==> src/rtl/fetch_queue_pkg.sv <==
// Shared types for the fetch-to-decode instruction queue.
package fetch_queue_pkg;

    typedef logic [63:0] pc_t;
    typedef logic [31:0] u32;

    typedef struct packed {
        pc_t pc;
        u32  raw_instr;
    } fq_entry_t;

    localparam int unsigned FQ_DEPTH = 8;
    localparam int unsigned FQ_WIDTH = 2;

    typedef logic [$clog2(FQ_DEPTH)-1:0] fq_ptr_t;

endpackage

==> src/rtl/fetch_queue_if.sv <==
// Fetch-side enqueue and decode-side dequeue bundle of the fetch queue.
interface fetch_queue_if #(
    parameter int unsigned FETCH_WIDTH = 2,
    parameter int unsigned PTR_W       = 3
);
    logic                         flush;
    logic [FETCH_WIDTH-1:0]       in_valid;
    logic [FETCH_WIDTH-1:0][63:0] in_pc;
    logic [FETCH_WIDTH-1:0][31:0] in_instr;
    logic                         in_ready;
    logic [FETCH_WIDTH-1:0]       out_valid;
    logic [FETCH_WIDTH-1:0][63:0] out_pc;
    logic [FETCH_WIDTH-1:0][31:0] out_instr;
    logic                         out_ready;
    logic [PTR_W:0]               count;

    modport master (
        output flush, in_valid, in_pc, in_instr, out_ready,
        input  in_ready, out_valid, out_pc, out_instr, count
    );

    modport slave (
        input  flush, in_valid, in_pc, in_instr, out_ready,
        output in_ready, out_valid, out_pc, out_instr, count
    );
endinterface

==> src/rtl/fetch_queue_compact.sv <==
// Per-lane prefix popcount: offset[i] = number of valid lanes below i, total = popcount.
module fetch_queue_compact #(
    parameter  int unsigned WIDTH = 2,
    localparam int unsigned CNT_W = $clog2(WIDTH + 1)
) (
    input  logic [WIDTH-1:0]            valid,
    output logic [WIDTH-1:0][CNT_W-1:0] offset,
    output logic [CNT_W-1:0]            total
);
    logic [CNT_W-1:0] acc;

    always_comb begin
        acc    = '0;
        offset = '0;
        for (int i = 0; i < WIDTH; i++) begin
            offset[i] = acc;
            acc       = acc + CNT_W'(valid[i]);
        end
        total = acc;
    end
endmodule

==> src/rtl/fetch_queue.sv <==
// Circular instruction buffer between fetch and decode with lane compaction and flush.
module fetch_queue
    import fetch_queue_pkg::*;
#(
    parameter int unsigned FETCH_WIDTH = FQ_WIDTH,
    parameter int unsigned DEPTH       = FQ_DEPTH,
    parameter int unsigned PTR_W       = $clog2(DEPTH)
) (
    input logic         clk,
    input logic         reset,
    fetch_queue_if.slave bus
);
    localparam int unsigned CNT_W = $clog2(FETCH_WIDTH + 1);
    localparam logic [PTR_W:0] READY_MAX = (PTR_W + 1)'(DEPTH - FETCH_WIDTH);

    typedef logic [PTR_W-1:0] ptr_t;

    ptr_t           head_q, head_d, tail_q, tail_d;
    logic [PTR_W:0] count_q, count_d;
    fq_entry_t      mem [DEPTH];

    logic [FETCH_WIDTH-1:0][CNT_W-1:0] enq_offset;
    logic [FETCH_WIDTH-1:0][CNT_W-1:0] deq_offset;
    logic [CNT_W-1:0]                  nenq, ndeq;
    logic                              enq_fire, deq_fire;
    logic                              unused_deq_offset;

    fetch_queue_compact #(.WIDTH(FETCH_WIDTH)) u_enq_compact (
        .valid  (bus.in_valid),
        .offset (enq_offset),
        .total  (nenq)
    );

    // Only the popcount of the presented lanes is needed on the dequeue side.
    fetch_queue_compact #(.WIDTH(FETCH_WIDTH)) u_deq_count (
        .valid  (bus.out_valid),
        .offset (deq_offset),
        .total  (ndeq)
    );

    assign unused_deq_offset = ^deq_offset;

    assign bus.in_ready = (count_q <= READY_MAX);
    assign bus.count    = count_q;
    assign enq_fire     = bus.in_ready && (|bus.in_valid) && !bus.flush;
    assign deq_fire     = bus.out_ready;

    always_comb begin
        bus.out_valid = '0;
        bus.out_pc    = '0;
        bus.out_instr = '0;
        for (int i = 0; i < FETCH_WIDTH; i++) begin
            bus.out_valid[i] = (count_q > (PTR_W + 1)'(i)) && !bus.flush;
            bus.out_pc[i]    = mem[head_q + ptr_t'(i)].pc;
            bus.out_instr[i] = mem[head_q + ptr_t'(i)].raw_instr;
        end
    end

    always_comb begin
        head_d  = head_q;
        tail_d  = tail_q;
        count_d = count_q;
        if (bus.flush) begin
            head_d  = '0;
            tail_d  = '0;
            count_d = '0;
        end else begin
            if (enq_fire) begin
                tail_d  = tail_q + ptr_t'(nenq);
            end
            if (deq_fire) begin
                head_d  = head_q + ptr_t'(ndeq);
            end
            count_d = count_q
                    + (enq_fire ? (PTR_W + 1)'(nenq) : '0)
                    - (deq_fire ? (PTR_W + 1)'(ndeq) : '0);
        end
    end

    always_ff @(posedge clk or posedge reset) begin
        if (reset) begin
            head_q  <= '0;
            tail_q  <= '0;
            count_q <= '0;
        end else begin
            head_q  <= head_d;
            tail_q  <= tail_d;
            count_q <= count_d;
        end
    end

    // Entry storage is deliberately not reset; count gates visibility.
    always_ff @(posedge clk) begin
        for (int i = 0; i < FETCH_WIDTH; i++) begin
            if (enq_fire && bus.in_valid[i]) begin
                mem[tail_q + ptr_t'(enq_offset[i])] <= '{pc: bus.in_pc[i],
                                                         raw_instr: bus.in_instr[i]};
            end
        end
    end
endmodule

==> src/flat_wrapper.sv <==
// flat-port wrapper written by rule: the top's interface ports become plain ports
module fetch_queue_flat import fetch_queue_pkg::*;
#(
    parameter int unsigned FETCH_WIDTH = FQ_WIDTH,
    parameter int unsigned DEPTH       = FQ_DEPTH,
    parameter int unsigned PTR_W       = $clog2(DEPTH)
)
  (clk, reset, bus_flush, bus_in_valid, bus_in_pc, bus_in_instr, bus_out_ready, bus_in_ready, bus_out_valid, bus_out_pc, bus_out_instr, bus_count);
  fetch_queue_if #(.FETCH_WIDTH(FETCH_WIDTH), .PTR_W(PTR_W)) bus_i ();
  input logic clk;
  input logic reset;
  input wire logic [$bits(bus_i.flush)-1:0] bus_flush;
  input wire logic [$bits(bus_i.in_valid)-1:0] bus_in_valid;
  input wire logic [$bits(bus_i.in_pc)-1:0] bus_in_pc;
  input wire logic [$bits(bus_i.in_instr)-1:0] bus_in_instr;
  input wire logic [$bits(bus_i.out_ready)-1:0] bus_out_ready;
  output wire logic [$bits(bus_i.in_ready)-1:0] bus_in_ready;
  output wire logic [$bits(bus_i.out_valid)-1:0] bus_out_valid;
  output wire logic [$bits(bus_i.out_pc)-1:0] bus_out_pc;
  output wire logic [$bits(bus_i.out_instr)-1:0] bus_out_instr;
  output wire logic [$bits(bus_i.count)-1:0] bus_count;
  assign bus_i.flush = bus_flush;
  assign bus_i.in_valid = bus_in_valid;
  assign bus_i.in_pc = bus_in_pc;
  assign bus_i.in_instr = bus_in_instr;
  assign bus_i.out_ready = bus_out_ready;
  assign bus_in_ready = bus_i.in_ready;
  assign bus_out_valid = bus_i.out_valid;
  assign bus_out_pc = bus_i.out_pc;
  assign bus_out_instr = bus_i.out_instr;
  assign bus_count = bus_i.count;
  fetch_queue #(.FETCH_WIDTH(FETCH_WIDTH), .DEPTH(DEPTH), .PTR_W(PTR_W)) u_core (.clk(clk), .reset(reset), .bus(bus_i));
endmodule
==> config.mk <==
export PLATFORM = sky130hd
export DESIGN_NAME = fetch_queue_flat
export DESIGN_NICKNAME = d
export VERILOG_FILES = /design/src/rtl/fetch_queue_pkg.sv /design/src/rtl/fetch_queue_if.sv /design/src/rtl/fetch_queue_compact.sv /design/src/rtl/fetch_queue.sv /design/src/flat_wrapper.sv
export SDC_FILE = /design/constraint.sdc
export NUM_CORES = 2
export LEC_CHECK = 0
export ABC_AREA = 0
export BUFFER_PORTS_ARGS = -buffer_cell sky130_fd_sc_hd__buf_2
export CAP_MARGIN = 20
export CORE_MARGIN = 2
export CORE_UTILIZATION = 34
export CTS_BUF_LIST = sky130_fd_sc_hd__clkbuf_8 sky130_fd_sc_hd__clkbuf_16
export DETAILED_ROUTE_END_ITERATION = 10
export GPL_ROUTABILITY_DRIVEN = 0
export PLACE_DENSITY = 0.59
export SYNTH_ARGS = -nofsm -noshare
export SYNTH_HDL_FRONTEND = slang
export SYNTH_HIERARCHICAL = 1
export SYNTH_SLANG_ARGS = --single-unit
export TNS_END_PERCENT = 5
==> constraint.sdc <==
create_clock -name clk -period 5.86 [get_ports clk]
set_input_delay 0.586 -clock clk [delete_from_list [all_inputs] [get_ports clk]]
set_output_delay 0.586 -clock clk [all_outputs]
set_load 0.01 [all_outputs]
### Yosys cells after proc, flatten, opt, wreduce, memory -nomap -nowiden

Memory sizes are Yosys's and may differ from the RTL's.
Cells that the tools add are included.

* memories: 1
* bits in writable memories: 768
* register bits: 10
* input bits: 198
* output and inout bits: 199

Memories
* u_core.mem: depth 8, width 96, rd ports 2, clocked after Yosys merged registers in 0, write ports 2, line fetch_queue.sv:20 `fq_entry_t mem [DEPTH];`

* $lt $le $gt $ge: 3
* reductions and logical operators: 10
* add/subtract/negate cells: 8
* multiplexer cells: 11

Operators by type and width (number)
* $mux 3: 4
* $gt 4x1->1 const B: 2
* $add 3x2->3: 2
* $logic_and 1x1->1: 6
* $add 1x1->2: 2
* $add 4x4->4: 1
* $le 4x3->1 const B: 1
* $mux 1: 4
* $mux 2: 2
* $mux 4: 1
* $reduce_bool 2->1: 2
* $sub 4x4->4: 1
* $add 3x1->3: 1
* $add 3x1->3 const B: 1
* $reduce_or 2->1: 1
* $logic_not 1->1: 1

### Longest topological paths before layout

* depth in word-level cells: 7
* depth in mapped cells: 14
* gate-level depth less buffers: 13

### By module

Netlist, hierarchy kept.

Modules (own cells, without submodules)
* fetch_queue: cells each 2425, area an instance 44524.0 sq um, sequential area each 23312.4 sq um, times used 1
* fetch_queue_compact: cells each 6, area an instance 46.3 sq um, sequential area each 0.0 sq um, times used 2

### Worst setup path before layout

No wires, ideal clock.

* kind: input port to flip-flop
* start: input port bus_in_valid[0]
* end: memory u_core/mem[4][0] in the netlist's numbering, enable pin
* data required time: 5.309 ns
* path slack: -0.771 ns
* stages on the path: 7
* data arrival time: 6.080 ns
* path through: buf_4 ha_1 fa_1 or4b_1 nor2_1 a21oi_1 nor2_1

RTL lines
* start: declaration: line flat_wrapper.sv:13 `input wire logic [$bits(bus_i.in_valid)-1:0] bus_in_valid;`
* end: declaration: line fetch_queue.sv:20

### Worst setup path in the final report

* start: register u_core.head_q[0]
* end: output port bus_out_pc[105]

* longest elaborated chain between the ends: 2

Ends and longest elaborated chain
* start: declaration: line fetch_queue.sv:18 `ptr_t head_q, head_d, tail_q, tail_d;`
* start signal: assignment: line fetch_queue.sv:82 `head_q <= '0;`
* start signal: assignment: line fetch_queue.sv:86 `head_q <= head_d;`
* $add 3x1->3: line fetch_queue.sv:54 `bus.out_pc[i] = mem[head_q + ptr_t'(i)].pc;`
* $mem_v2 8x96
* end: declaration: line flat_wrapper.sv:19 `output wire logic [$bits(bus_i.out_pc)-1:0] bus_out_pc;`

Every way passes these cells.

==> results summary <==
The power density normalized to cell area came out at 388.1 mW/mm². The number of cells on the worst reg-to-reg path is 7. In the final layout, the multi-input gates occupy 0.02045 mm².

Synthesis handed over a netlist of 2432 instances. The fraction of power consumed by sequential logic came out at 34.3%. In this run the vertical extent of the chip is 366.1 µm. The hold violation total from the final report came out at 0.

The data arrival at the endpoint of the critical path is 3900 ps. The global-route wire length before repair is 193400 µm. Of the available clock period, the critical path in the final layout requires 76.47%. Gates resized during post-CTS repair numbered 0. The average via count per standard cell came out at 5.621.

Net switching is 32.41% of the power. Summing all flip-flop and latch instances after layout gives 0.02332 mm². The worst-case clock buffer depth is 3. The layout filler cell count is 11847. The latest clock arrival within the worst-skew pair is 700 ps. The shortest period the worst path allows came out at 4481 ps. The internal power is 0.01350 W. The full die area is 0.1340 mm².

In this run the clock root is driven by a sky130_fd_sc_hd__clkbuf_16. The I/O pin total is 397. The final number of setup-violating endpoints came out at 0. Once the floorplan was initialized, standard cells occupied 34.34% of the core. The number of setup buffers added after CTS is 0. The placement-stage cell area is 0.04854 mm². The worst vdd rail ir drop came out at 0.3690 mV. The endpoint identified for the worst register-to-register timing path is u_core/mem[4][43]. The final count of pins violating max slew is 0. The worst clock skew is 23.64 ps. The number of global-route vias before repair came out at 28305.

The static leakage came out at 16.80 nW. The number of nets in the final layout came out at 2988. The startpoint kind of the worst setup timing path is a register.

In the final routed layout, each cell accounts on average for 28.84 µm. In this run the worst hold path is classified as in2reg. The worst slew margin relative to its limit came out at 30.49%. For this run, the share of the core covered by cells in the final layout is 39.65%.

The critical path is of the reg2out type. Entering global routing, the biggest net connects 119 pins. After the first detailed-routing iteration, the DRC count stood at 2101. Summing over every cut layer, the via total after detailed routing is 25898. Yosys printed 6 warnings. Dividing the synthesized area by the synthesized cell count gives 18.33 µm². The startpoint identified for the worst register-to-register timing path is u_core/tail_q[0]. The maximum frequency from static timing analysis is 223.2 MHz. For hold timing, the worst endpoint is u_core/head_q[0]. The final wirelength is 132900 µm. The port buffer count is 396. The area growth from synthesis to layout is 15.46%.

The transition time at the pin with the least slew margin came out at 1043 ps. The design draws 0.01998 W. For this run, design rule violations remaining after detail routing come to 0. Adding up every negative setup slack in the final design gives 0 ps.

The post-route cell area came out at 0.05147 mm². In this run the remaining antenna-violating nets after routing total 0. The net switching power of the design is 0.006474 W. The first-pass detailed-route iteration total came out at 5. The estimated wirelength of the detail-placed design is 73770 µm.

The max capacitance violation total is 0. The global-route congestion overflow total is 0. TritonCTS built the clock tree. After clock tree synthesis, the clock-pin slew on the worst setup and hold paths is 60 ps. The clock group share of total power is 27.6%. The number of buffers inserted during clock tree synthesis came out at 92. In the final layout, the share of cells above drive strength 1 is 60.60%. The core area came out at 0.1298 mm². Setup repair after global routing left no endpoint under its margin. The maximum fanout encountered on the critical timing path is 45. The initial antenna violation count is 35. The setup slack of the most critical reg-to-reg path is 2010 ps. The mapped cell area came out at 0.04458 mm². The required time of the critical path is 5270 ps. Global routing used 19.56% of the available tracks across all layers. The run finished with clean final reports. The startpoint identified for the worst hold timing path is bus_out_ready.

The worst hold slack is 238.3 ps. The row count is 132. The clock sink count came out at 778. The worst setup path is captured at a primary output. CTS built an H-tree with a depth of 3.

The die width came out at 366.1 µm. The part of the total power dissipated in combinational logic is 38.1%. The number of cells traversed by the worst hold path came out at 3.
[timing repair]
| item | 4_1_cts | 5_1_grt |
|---|---|---|
| hold buffers | 1 | 0 |
| endpoints found under the hold margin | 10 | 0 |
| endpoints found under the setup margin | 0 | 0 |
[power by group through the flow]
stage	sequential, W	combinational (W)	clock (W)
detailed placement	0.00697	0.00771	0
floorplan	0.00687	0.00516	0
finish	0.00685	0.00761	0.00552
global route	0.00690	0.00809	0.00585
CTS	0.00686	0.00775	0.00566
global placement	0.00693	0.00762	0
[per-stage QoR]
step,worst slack (ps),std cells
finish,1379,4607
global route,1237,4604
CTS,1291,4590
detailed placement,1764,4418
global placement,1772,4418
floorplan,-736.5,2434
[registers in the layout, summed over array words and instances, names as in the netlist]
| register | flops |
|---|---|
| u_core/bus.count | 4 |
| u_core/head_q | 3 |
| u_core/mem | 768 |
| u_core/tail_q | 3 |
[worst max path at each step]
stage                          start                 to  depth (start not counted)
CTS                 u_core/head_q[0]    bus_out_pc[105]                          5
floorplan            bus_in_valid[0]   u_core/mem[0][0]                          7
finish              u_core/head_q[0]    bus_out_pc[105]                          5
global placement     bus_in_valid[0]  u_core/mem[5][44]                          8
global route        u_core/head_q[0]    bus_out_pc[105]                          5
detailed placement   bus_in_valid[0]  u_core/mem[5][36]                          8
[layer usage]
metal | vias to the layer above | wire length [µm] | global-route usage [%]
li1 | 10939 | - | -
met1 | 13927 | 53940 | 24.94
met2 | 828 | 67840 | 33.42
met3 | 176 | 7813 | 3.827
met4 | 28 | 3129 | 6.252
met5 | - | 156 | 0
[placed cells by master (no fill, tap or decap), types with 20 or more instances in the layout]
| cell type | instances |
|---|---|
| sky130_fd_sc_hd__mux4_2 | 384 |
| sky130_fd_sc_hd__buf_4 | 23 |
| sky130_fd_sc_hd__edfxtp_1 | 768 |
| sky130_fd_sc_hd__inv_1 | 31 |
| sky130_fd_sc_hd__buf_12 | 20 |
| sky130_fd_sc_hd__clkbuf_16 | 94 |
| sky130_fd_sc_hd__mux2_1 | 210 |
| sky130_fd_sc_hd__mux2_2 | 750 |
| sky130_fd_sc_hd__clkinv_1 | 20 |
| sky130_fd_sc_hd__buf_2 | 396 |
[final cells by class]
class / instances / share of cell area (%)
clock inverter: 77 / 1.028
antenna: 17 / 0.08265
timing repair buffer: 440 / 4.983
tap: 1742 / 4.234
inverter: 9 / 0.06563
clock buffer: 94 / 4.570
sequential: 778 / 45.31
multi-input combinational: 1450 / 39.72
[worst max-delay path, cell delays in order, from the launching register on]
cell,delay (ps)
sky130_fd_sc_hd__dfrtp_4,720
sky130_fd_sc_hd__ha_4,970
sky130_fd_sc_hd__buf_4,560
sky130_fd_sc_hd__mux4_2,390
sky130_fd_sc_hd__mux2_2,300
sky130_fd_sc_hd__buf_2,140
(Power assumes the default switching activity.)
